### src/rtl/seg7_time_display.sv
// -----------------------------------------------------------------------------
// seg7_time_display
//
// Drives a 4-digit, common-anode 7-segment display with a minutes/seconds
// value in MM.SS format.
//
// Data path:
//   1. {min, sec} is resynchronised into the clk domain by two flop stages.
//   2. Once the synchronised value has been stable for two cycles and differs
//      from the last converted value, a multi-cycle double-dabble FSM
//      (IDLE -> SHIFT x6 -> COMMIT) converts sec and min to BCD in parallel.
//   3. The four digit registers load together in COMMIT, so the display can
//      never show a mix of old and new digits.
//   4. A refresh counter time-multiplexes the digits; an/seg/dp are
//      registered and change on the edge where the counter wraps.
//
// Optional feature (compile-time macro LEADING_ZERO_BLANK_EN):
//   When defined, a zero minutes-tens digit is blanked (its anode slot is
//   still driven, so the scan timing is unchanged).
//
// Parameters:
//   REFRESH_CNT  clk cycles each digit is lit (>= 2)
//   CNT_W        refresh counter width, 2**CNT_W >= REFRESH_CNT
//
// Ports:
//   clk    system clock, the only clock of the block
//   reset  asynchronous reset, active low
//   sec    seconds 0..63 (asynchronous to clk)
//   min    minutes 0..63 (asynchronous to clk)
//   an     digit anodes, active low, an[0] = rightmost digit
//   seg    cathodes {g,f,e,d,c,b,a}, active low
//   dp     decimal point, active low (lit only on the minutes-ones digit)
// -----------------------------------------------------------------------------
module seg7_time_display #(
    parameter int unsigned REFRESH_CNT = 100000,
    parameter int unsigned CNT_W       = 17
) (
    input  logic       clk,
    input  logic       reset,
    input  logic [5:0] sec,
    input  logic [5:0] min,
    output logic [3:0] an,
    output logic [6:0] seg,
    output logic       dp
);

    typedef enum logic [1:0] {
        StIdle,
        StShift,
        StCommit
    } conv_state_e;

    localparam logic [6:0] SegBlank = 7'b1111111;

    // -------------------------------------------------------------------------
    // Input resynchronisation
    // -------------------------------------------------------------------------
    logic [11:0] sync1_q;
    logic [11:0] sync2_q;
    logic [11:0] sync2_prev_q;

    always_ff @(posedge clk or negedge reset) begin
        if (!reset) begin
            sync1_q      <= '0;
            sync2_q      <= '0;
            sync2_prev_q <= '0;
        end else begin
            sync1_q      <= {min, sec};
            sync2_q      <= sync1_q;
            sync2_prev_q <= sync2_q;
        end
    end

    // -------------------------------------------------------------------------
    // Binary to BCD conversion (double dabble, one bit per cycle)
    // -------------------------------------------------------------------------
    conv_state_e state_q;
    logic [2:0]  shift_cnt_q;
    logic [11:0] last_conv_q;
    // {tens[3:0], ones[3:0], bin[5:0]}
    logic [13:0] sec_vec_q;
    logic [13:0] min_vec_q;
    logic [3:0]  sec_ones_q;
    logic [3:0]  sec_tens_q;
    logic [3:0]  min_ones_q;
    logic [3:0]  min_tens_q;
    logic        conv_start;

    // One double-dabble iteration: correct any BCD nibble >= 5, then shift.
    function automatic logic [13:0] dabble_step(input logic [13:0] v);
        logic [13:0] a;
        a = v;
        if (a[9:6] >= 4'd5) begin
            a[9:6] = a[9:6] + 4'd3;
        end
        if (a[13:10] >= 4'd5) begin
            a[13:10] = a[13:10] + 4'd3;
        end
        return {a[12:0], 1'b0};
    endfunction

    // Stable for two cycles and not already shown.
    assign conv_start = (state_q == StIdle) && (sync2_q == sync2_prev_q) &&
                        (sync2_q != last_conv_q);

    always_ff @(posedge clk or negedge reset) begin
        if (!reset) begin
            state_q     <= StIdle;
            shift_cnt_q <= '0;
            last_conv_q <= '0;
            sec_vec_q   <= '0;
            min_vec_q   <= '0;
            sec_ones_q  <= '0;
            sec_tens_q  <= '0;
            min_ones_q  <= '0;
            min_tens_q  <= '0;
        end else begin
            unique case (state_q)
                StIdle: begin
                    if (conv_start) begin
                        sec_vec_q   <= {8'h00, sync2_q[5:0]};
                        min_vec_q   <= {8'h00, sync2_q[11:6]};
                        last_conv_q <= sync2_q;
                        shift_cnt_q <= '0;
                        state_q     <= StShift;
                    end
                end
                StShift: begin
                    sec_vec_q   <= dabble_step(sec_vec_q);
                    min_vec_q   <= dabble_step(min_vec_q);
                    shift_cnt_q <= shift_cnt_q + 3'd1;
                    if (shift_cnt_q == 3'd5) begin
                        state_q <= StCommit;
                    end
                end
                StCommit: begin
                    // All four digits update on the same edge.
                    sec_ones_q <= sec_vec_q[9:6];
                    sec_tens_q <= sec_vec_q[13:10];
                    min_ones_q <= min_vec_q[9:6];
                    min_tens_q <= min_vec_q[13:10];
                    state_q    <= StIdle;
                end
                default: begin
                    state_q <= StIdle;
                end
            endcase
        end
    end

    // -------------------------------------------------------------------------
    // Display scan
    // -------------------------------------------------------------------------
    logic [CNT_W-1:0] cnt_q;
    logic [CNT_W-1:0] cnt_d;
    logic [1:0]       idx_q;
    logic [1:0]       idx_d;
    logic             refresh_tc;
    logic [3:0]       an_q;
    logic [3:0]       an_d;
    logic [6:0]       seg_q;
    logic [6:0]       seg_d;
    logic             dp_q;
    logic             dp_d;
    logic [3:0]       digit;
    logic             blank;

    function automatic logic [6:0] seg7_encode(input logic [3:0] d);
        logic [6:0] s;
        unique case (d)
            4'd0:    s = 7'b1000000;
            4'd1:    s = 7'b1111001;
            4'd2:    s = 7'b0100100;
            4'd3:    s = 7'b0110000;
            4'd4:    s = 7'b0011001;
            4'd5:    s = 7'b0010010;
            4'd6:    s = 7'b0000010;
            4'd7:    s = 7'b1111000;
            4'd8:    s = 7'b0000000;
            4'd9:    s = 7'b0010000;
            default: s = SegBlank;
        endcase
        return s;
    endfunction

    always_comb begin
        refresh_tc = (cnt_q == CNT_W'(REFRESH_CNT - 1));
        cnt_d      = refresh_tc ? '0 : cnt_q + CNT_W'(1);
        idx_d      = refresh_tc ? idx_q + 2'd1 : idx_q;

        // Outputs are decoded from the next index so they change on the
        // same edge the index advances.
        an_d  = 4'b1110;
        dp_d  = 1'b1;
        digit = sec_ones_q;
        blank = 1'b0;
        unique case (idx_d)
            2'd0: begin
                an_d  = 4'b1110;
                digit = sec_ones_q;
            end
            2'd1: begin
                an_d  = 4'b1101;
                digit = sec_tens_q;
            end
            2'd2: begin
                an_d  = 4'b1011;
                digit = min_ones_q;
                dp_d  = 1'b0;
            end
            2'd3: begin
                an_d  = 4'b0111;
                digit = min_tens_q;
`ifdef LEADING_ZERO_BLANK_EN
                blank = (min_tens_q == 4'd0);
`else
                blank = 1'b0;
`endif
            end
            default: begin
                an_d  = 4'b1110;
                digit = sec_ones_q;
            end
        endcase
        seg_d = blank ? SegBlank : seg7_encode(digit);
    end

    always_ff @(posedge clk or negedge reset) begin
        if (!reset) begin
            cnt_q <= '0;
            idx_q <= '0;
            an_q  <= 4'b1110;
            seg_q <= 7'b1000000;
            dp_q  <= 1'b1;
        end else begin
            cnt_q <= cnt_d;
            idx_q <= idx_d;
            an_q  <= an_d;
            seg_q <= seg_d;
            dp_q  <= dp_d;
        end
    end

    assign an  = an_q;
    assign seg = seg_q;
    assign dp  = dp_q;

endmodule
### config.mk
export PLATFORM = sky130hd
export DESIGN_NAME = seg7_time_display
export DESIGN_NICKNAME = d
export VERILOG_FILES = /design/src/rtl/seg7_time_display.sv
export SDC_FILE = /design/constraint.sdc
export NUM_CORES = 1
export LEC_CHECK = 0
export CAP_MARGIN = 10
export CORE_MARGIN = 2
export CORE_UTILIZATION = 60
export CTS_CLUSTER_SIZE = 24
export DETAILED_ROUTE_END_ITERATION = 8
export MAX_ROUTING_LAYER = met4
export PLACE_DENSITY = 0.77
export SKIP_LAST_GASP = 1
export SLEW_MARGIN = 30
export SYNTH_ARGS = -nofsm -noshare
export SYNTH_HDL_FRONTEND = slang
export SYNTH_SLANG_ARGS = --single-unit
export TNS_END_PERCENT = 30
### constraint.sdc
create_clock -name clk -period 3.2 [get_ports clk]
set_clock_uncertainty 0.05 [all_clocks]
set_input_delay 0.32 -clock clk [delete_from_list [all_inputs] [get_ports clk]]
set_output_delay 0.32 -clock clk [all_outputs]
set_load 0.005 [all_outputs]
==> impl_metrics.env <==
export IMPL_status="finished, final reports clean"
export IMPL_num_vias=3483
export IMPL_rrSetupSlack_ps=200
export IMPL_end_kind="register"
export IMPL_hold_depth=1
export IMPL_final_util=0.713
export IMPL_grtUsageTotal=0.217
export IMPL_fp_dieH_um=100
export IMPL_power_leakage_nw=3.08
export IMPL_vias_per_cell=5.63
export IMPL_worstMarginPinSlew_ps=851
export IMPL_hold_viol=0
export IMPL_vdd_ir_drop_worst_mv=0.370
export IMPL_cts_resized=0
export IMPL_cp_max_fo=7
export IMPL_synth_seq_cells=127
export IMPL_synth_nets=489
export IMPL_placementRows=35
export IMPL_clockBufferDepth=2
export IMPL_critPathSlowestCell="or4_1"
export IMPL_required_ps=3550
export IMPL_layout_nets=523
export IMPL_p_seq_frac=0.460
export IMPL_ys_flop_type="dfrtp_1"
export IMPL_avgSynthCellArea_sq_um=12.0
export IMPL_cts_buffers=17
export IMPL_postRouteAntennaNets=0
export IMPL_area_growth_pct=17.4
export IMPL_drtIter0Drc=155
export IMPL_worstRegToRegCells=8
export IMPL_gp_congestion=0.830
export IMPL_worst_slack_ps=200
export IMPL_port_buffers=25
export IMPL_drv_cap=0
export IMPL_synthesis_area_sq_mm=0.00553
export IMPL_die_x_um=100
export IMPL_cts_root_buf="clkbuf_8"
export IMPL_drt_pass1_iter_count=4
export IMPL_max_stage_delay_ps=550
export IMPL_synthTopCellsByArea="dfrtp_1 56%, mux2_2 4.7%, xor2_1 4.3%"
export IMPL_initial_core_util=0.607
export IMPL_wl_per_cell_um=15.3
export IMPL_cts_tree="yes"
export IMPL_rsz0062_at_grt="false"
export IMPL_synth_top_area_frac=0.557
export IMPL_yosysTopAreaCell="dfrtp_1"
export IMPL_yosysMostFrequentCell="dfrtp_1"
export IMPL_design_area_sq_mm=0.00649
export IMPL_r2r_start="cnt_q[11]"
export IMPL_grt_pass1_wl_mm=16.4
export IMPL_place_ws_ps=201
export IMPL_cp_arrival_ps=3350
export IMPL_p_comb_frac=0.027
export IMPL_grt_max_degree=62
export IMPL_antenna_found_initial=0
export IMPL_place_area_sq_mm=0.00589
export IMPL_yosysUniqueCellTypes=48
export IMPL_cts_hold_buf=1
export IMPL_max_freq_ghz=0.333
export IMPL_setup_violations=0
export IMPL_overflow=0
export IMPL_cellPowerDensity_mw_per_mm2=559
export IMPL_setup_worst_path_start_class="register"
export IMPL_reg2reg_to="seg[3]"
export IMPL_slew_viol_final=0
export IMPL_min_period_ps=3000
export IMPL_core_area_sq_mm=0.00911
export IMPL_grt_pass1_vias=3544
export IMPL_yosysWarnings=0
export IMPL_die_area_sq_mm=0.0100
export IMPL_tns_ps=0
export IMPL_n_antenna_cell=0
export IMPL_dp_hpwl_mm=6.17
export IMPL_io_pins=26
export IMPL_relSlewSlack=0.433
export IMPL_min_from="min[2]"
export IMPL_drc=0
export IMPL_clkPwrFrac=0.513
export IMPL_netlist_top_cells_count="123 x dfrtp_1, 33 x nand2_1, 32 x o21ai_0"
export IMPL_fin_crit_sh=0.937
export IMPL_seq_area_frac_synth=0.576
export IMPL_syn_inst=461
export IMPL_cts_sinks=127
export IMPL_critPathKind="reg -> reg"
export IMPL_power_switching_w=0.000806
export IMPL_clk_pin_slew_ps=60
export IMPL_path_cells="or4_1 -> and4bb_1 -> buf_4 -> mux2_2 -> o211ai_2 -> inv_1 -> ha_1 -> a221o_1"
export IMPL_drt_wl_total_mm=9.49
export IMPL_drive_gt1_frac=0.157
export IMPL_async_flop_share=1.00
export IMPL_post_cts_setup_buffer_count=0
export IMPL_htree_levels=4
export IMPL_insertion_delay_ps=520
export IMPL_p_int_w=0.00282
export IMPL_hold_path_end="sync1_q[8]"
export IMPL_hold_class="in -> reg"
export IMPL_switching_share=0.222
export IMPL_synth_edf_count=0
-- registers in the layout, summed over array words and instances (netlist names), 7 cells and up --
| name | count |
|---|---|
| sync2_prev_q | 12 |
| cnt_q | 17 |
| sync1_q | 12 |
| last_conv_q | 12 |
| sync2_q | 12 |
| min_vec_q | 14 |
| seg | 7 |
| sec_vec_q | 14 |
-- layer usage --
layer,wire length (um),vias to the layer above,GRT usage
met1,4150,1737,0.257
met3,295,24,0.0494
met5,0,-,-
met4,238,0,0.111
met2,4800,62,0.351
li1,-,1660,-
-- worst max-delay path: cells and delay by family, from the launching register on --
kind | cells | cell delay, ps
simple gates | 2 | 940
compound gates | 2 | 440
flops | 1 | 420
buf+inv | 2 | 360
mux | 1 | 360
fa+ha+maj | 1 | 320
-- area by class of cell --
type	count	area, sq um
multi-input combinational	300	2200
clock inverter	14	158
inverter	15	56.3
fill	590	2620
tap	111	139
timing repair buffer	34	330
sequential	127	3180
clock buffer	18	428
-- logic make-up after synthesis --
group | after synthesis | share of synthesized area
compound gates | 63 | 0.0778
xor+xnor | 46 | 0.0729
fa+ha+maj | 14 | 0.0317
buf+inv | 34 | 0.0285
flops | 127 | 0.576
mux | 48 | 0.0939
simple gates | 129 | 0.120
-- per-stage QoR --
stage / power, W / cells / hold WS, ps
final: 0.00363 / 619 / 184
after global routing: 0.00374 / 619 / 171
after CTS: 0.00367 / 619 / 168
after detailed placement: 0.00180 / 586 / 264
after global placement: 0.00179 / 586 / 264
after floorplan: 0.00173 / 461 / -25.6
-- cell usage in the layout, fill, tap and decap left out, types with 8 or more instances in the layout --
cell / count
dfrtp_1: 123
nand2_1: 33
buf_4: 8
clkbuf_16: 16
xor2_1: 27
nand2b_1: 12
ha_1: 14
nand3_1: 21
mux2i_1: 23
o21ai_0: 32
inv_1: 15
clkdlybuf4s50_1: 24
a21oi_1: 10
nor2_1: 26
mux2_2: 23
xnor2_1: 19
-- power by group through the flow --
stage          Clock, W  Sequential [W]  Combinational, W
2_1_floorplan         0         0.00169         0.0000407
3_3_place_gp          0         0.00170         0.0000967
3_5_place_dp          0         0.00170          0.000100
4_1_cts         0.00189         0.00167          0.000102
5_1_grt         0.00195         0.00167          0.000114
6_report        0.00186         0.00167         0.0000982
-- worst max-delay path by stage --
stage / startpoint / to / slack (ps)
finish: cnt_q[11] / seg[3] / 200
global route: cnt_q[11] / seg[3] / 70
global placement: cnt_q[11] / seg[3] / 310
detailed placement: cnt_q[11] / seg[3] / 200
floorplan: cnt_q[11] / seg[3] / 410
CTS: cnt_q[11] / seg[3] / 180
(Power assumes the default switching activity.)
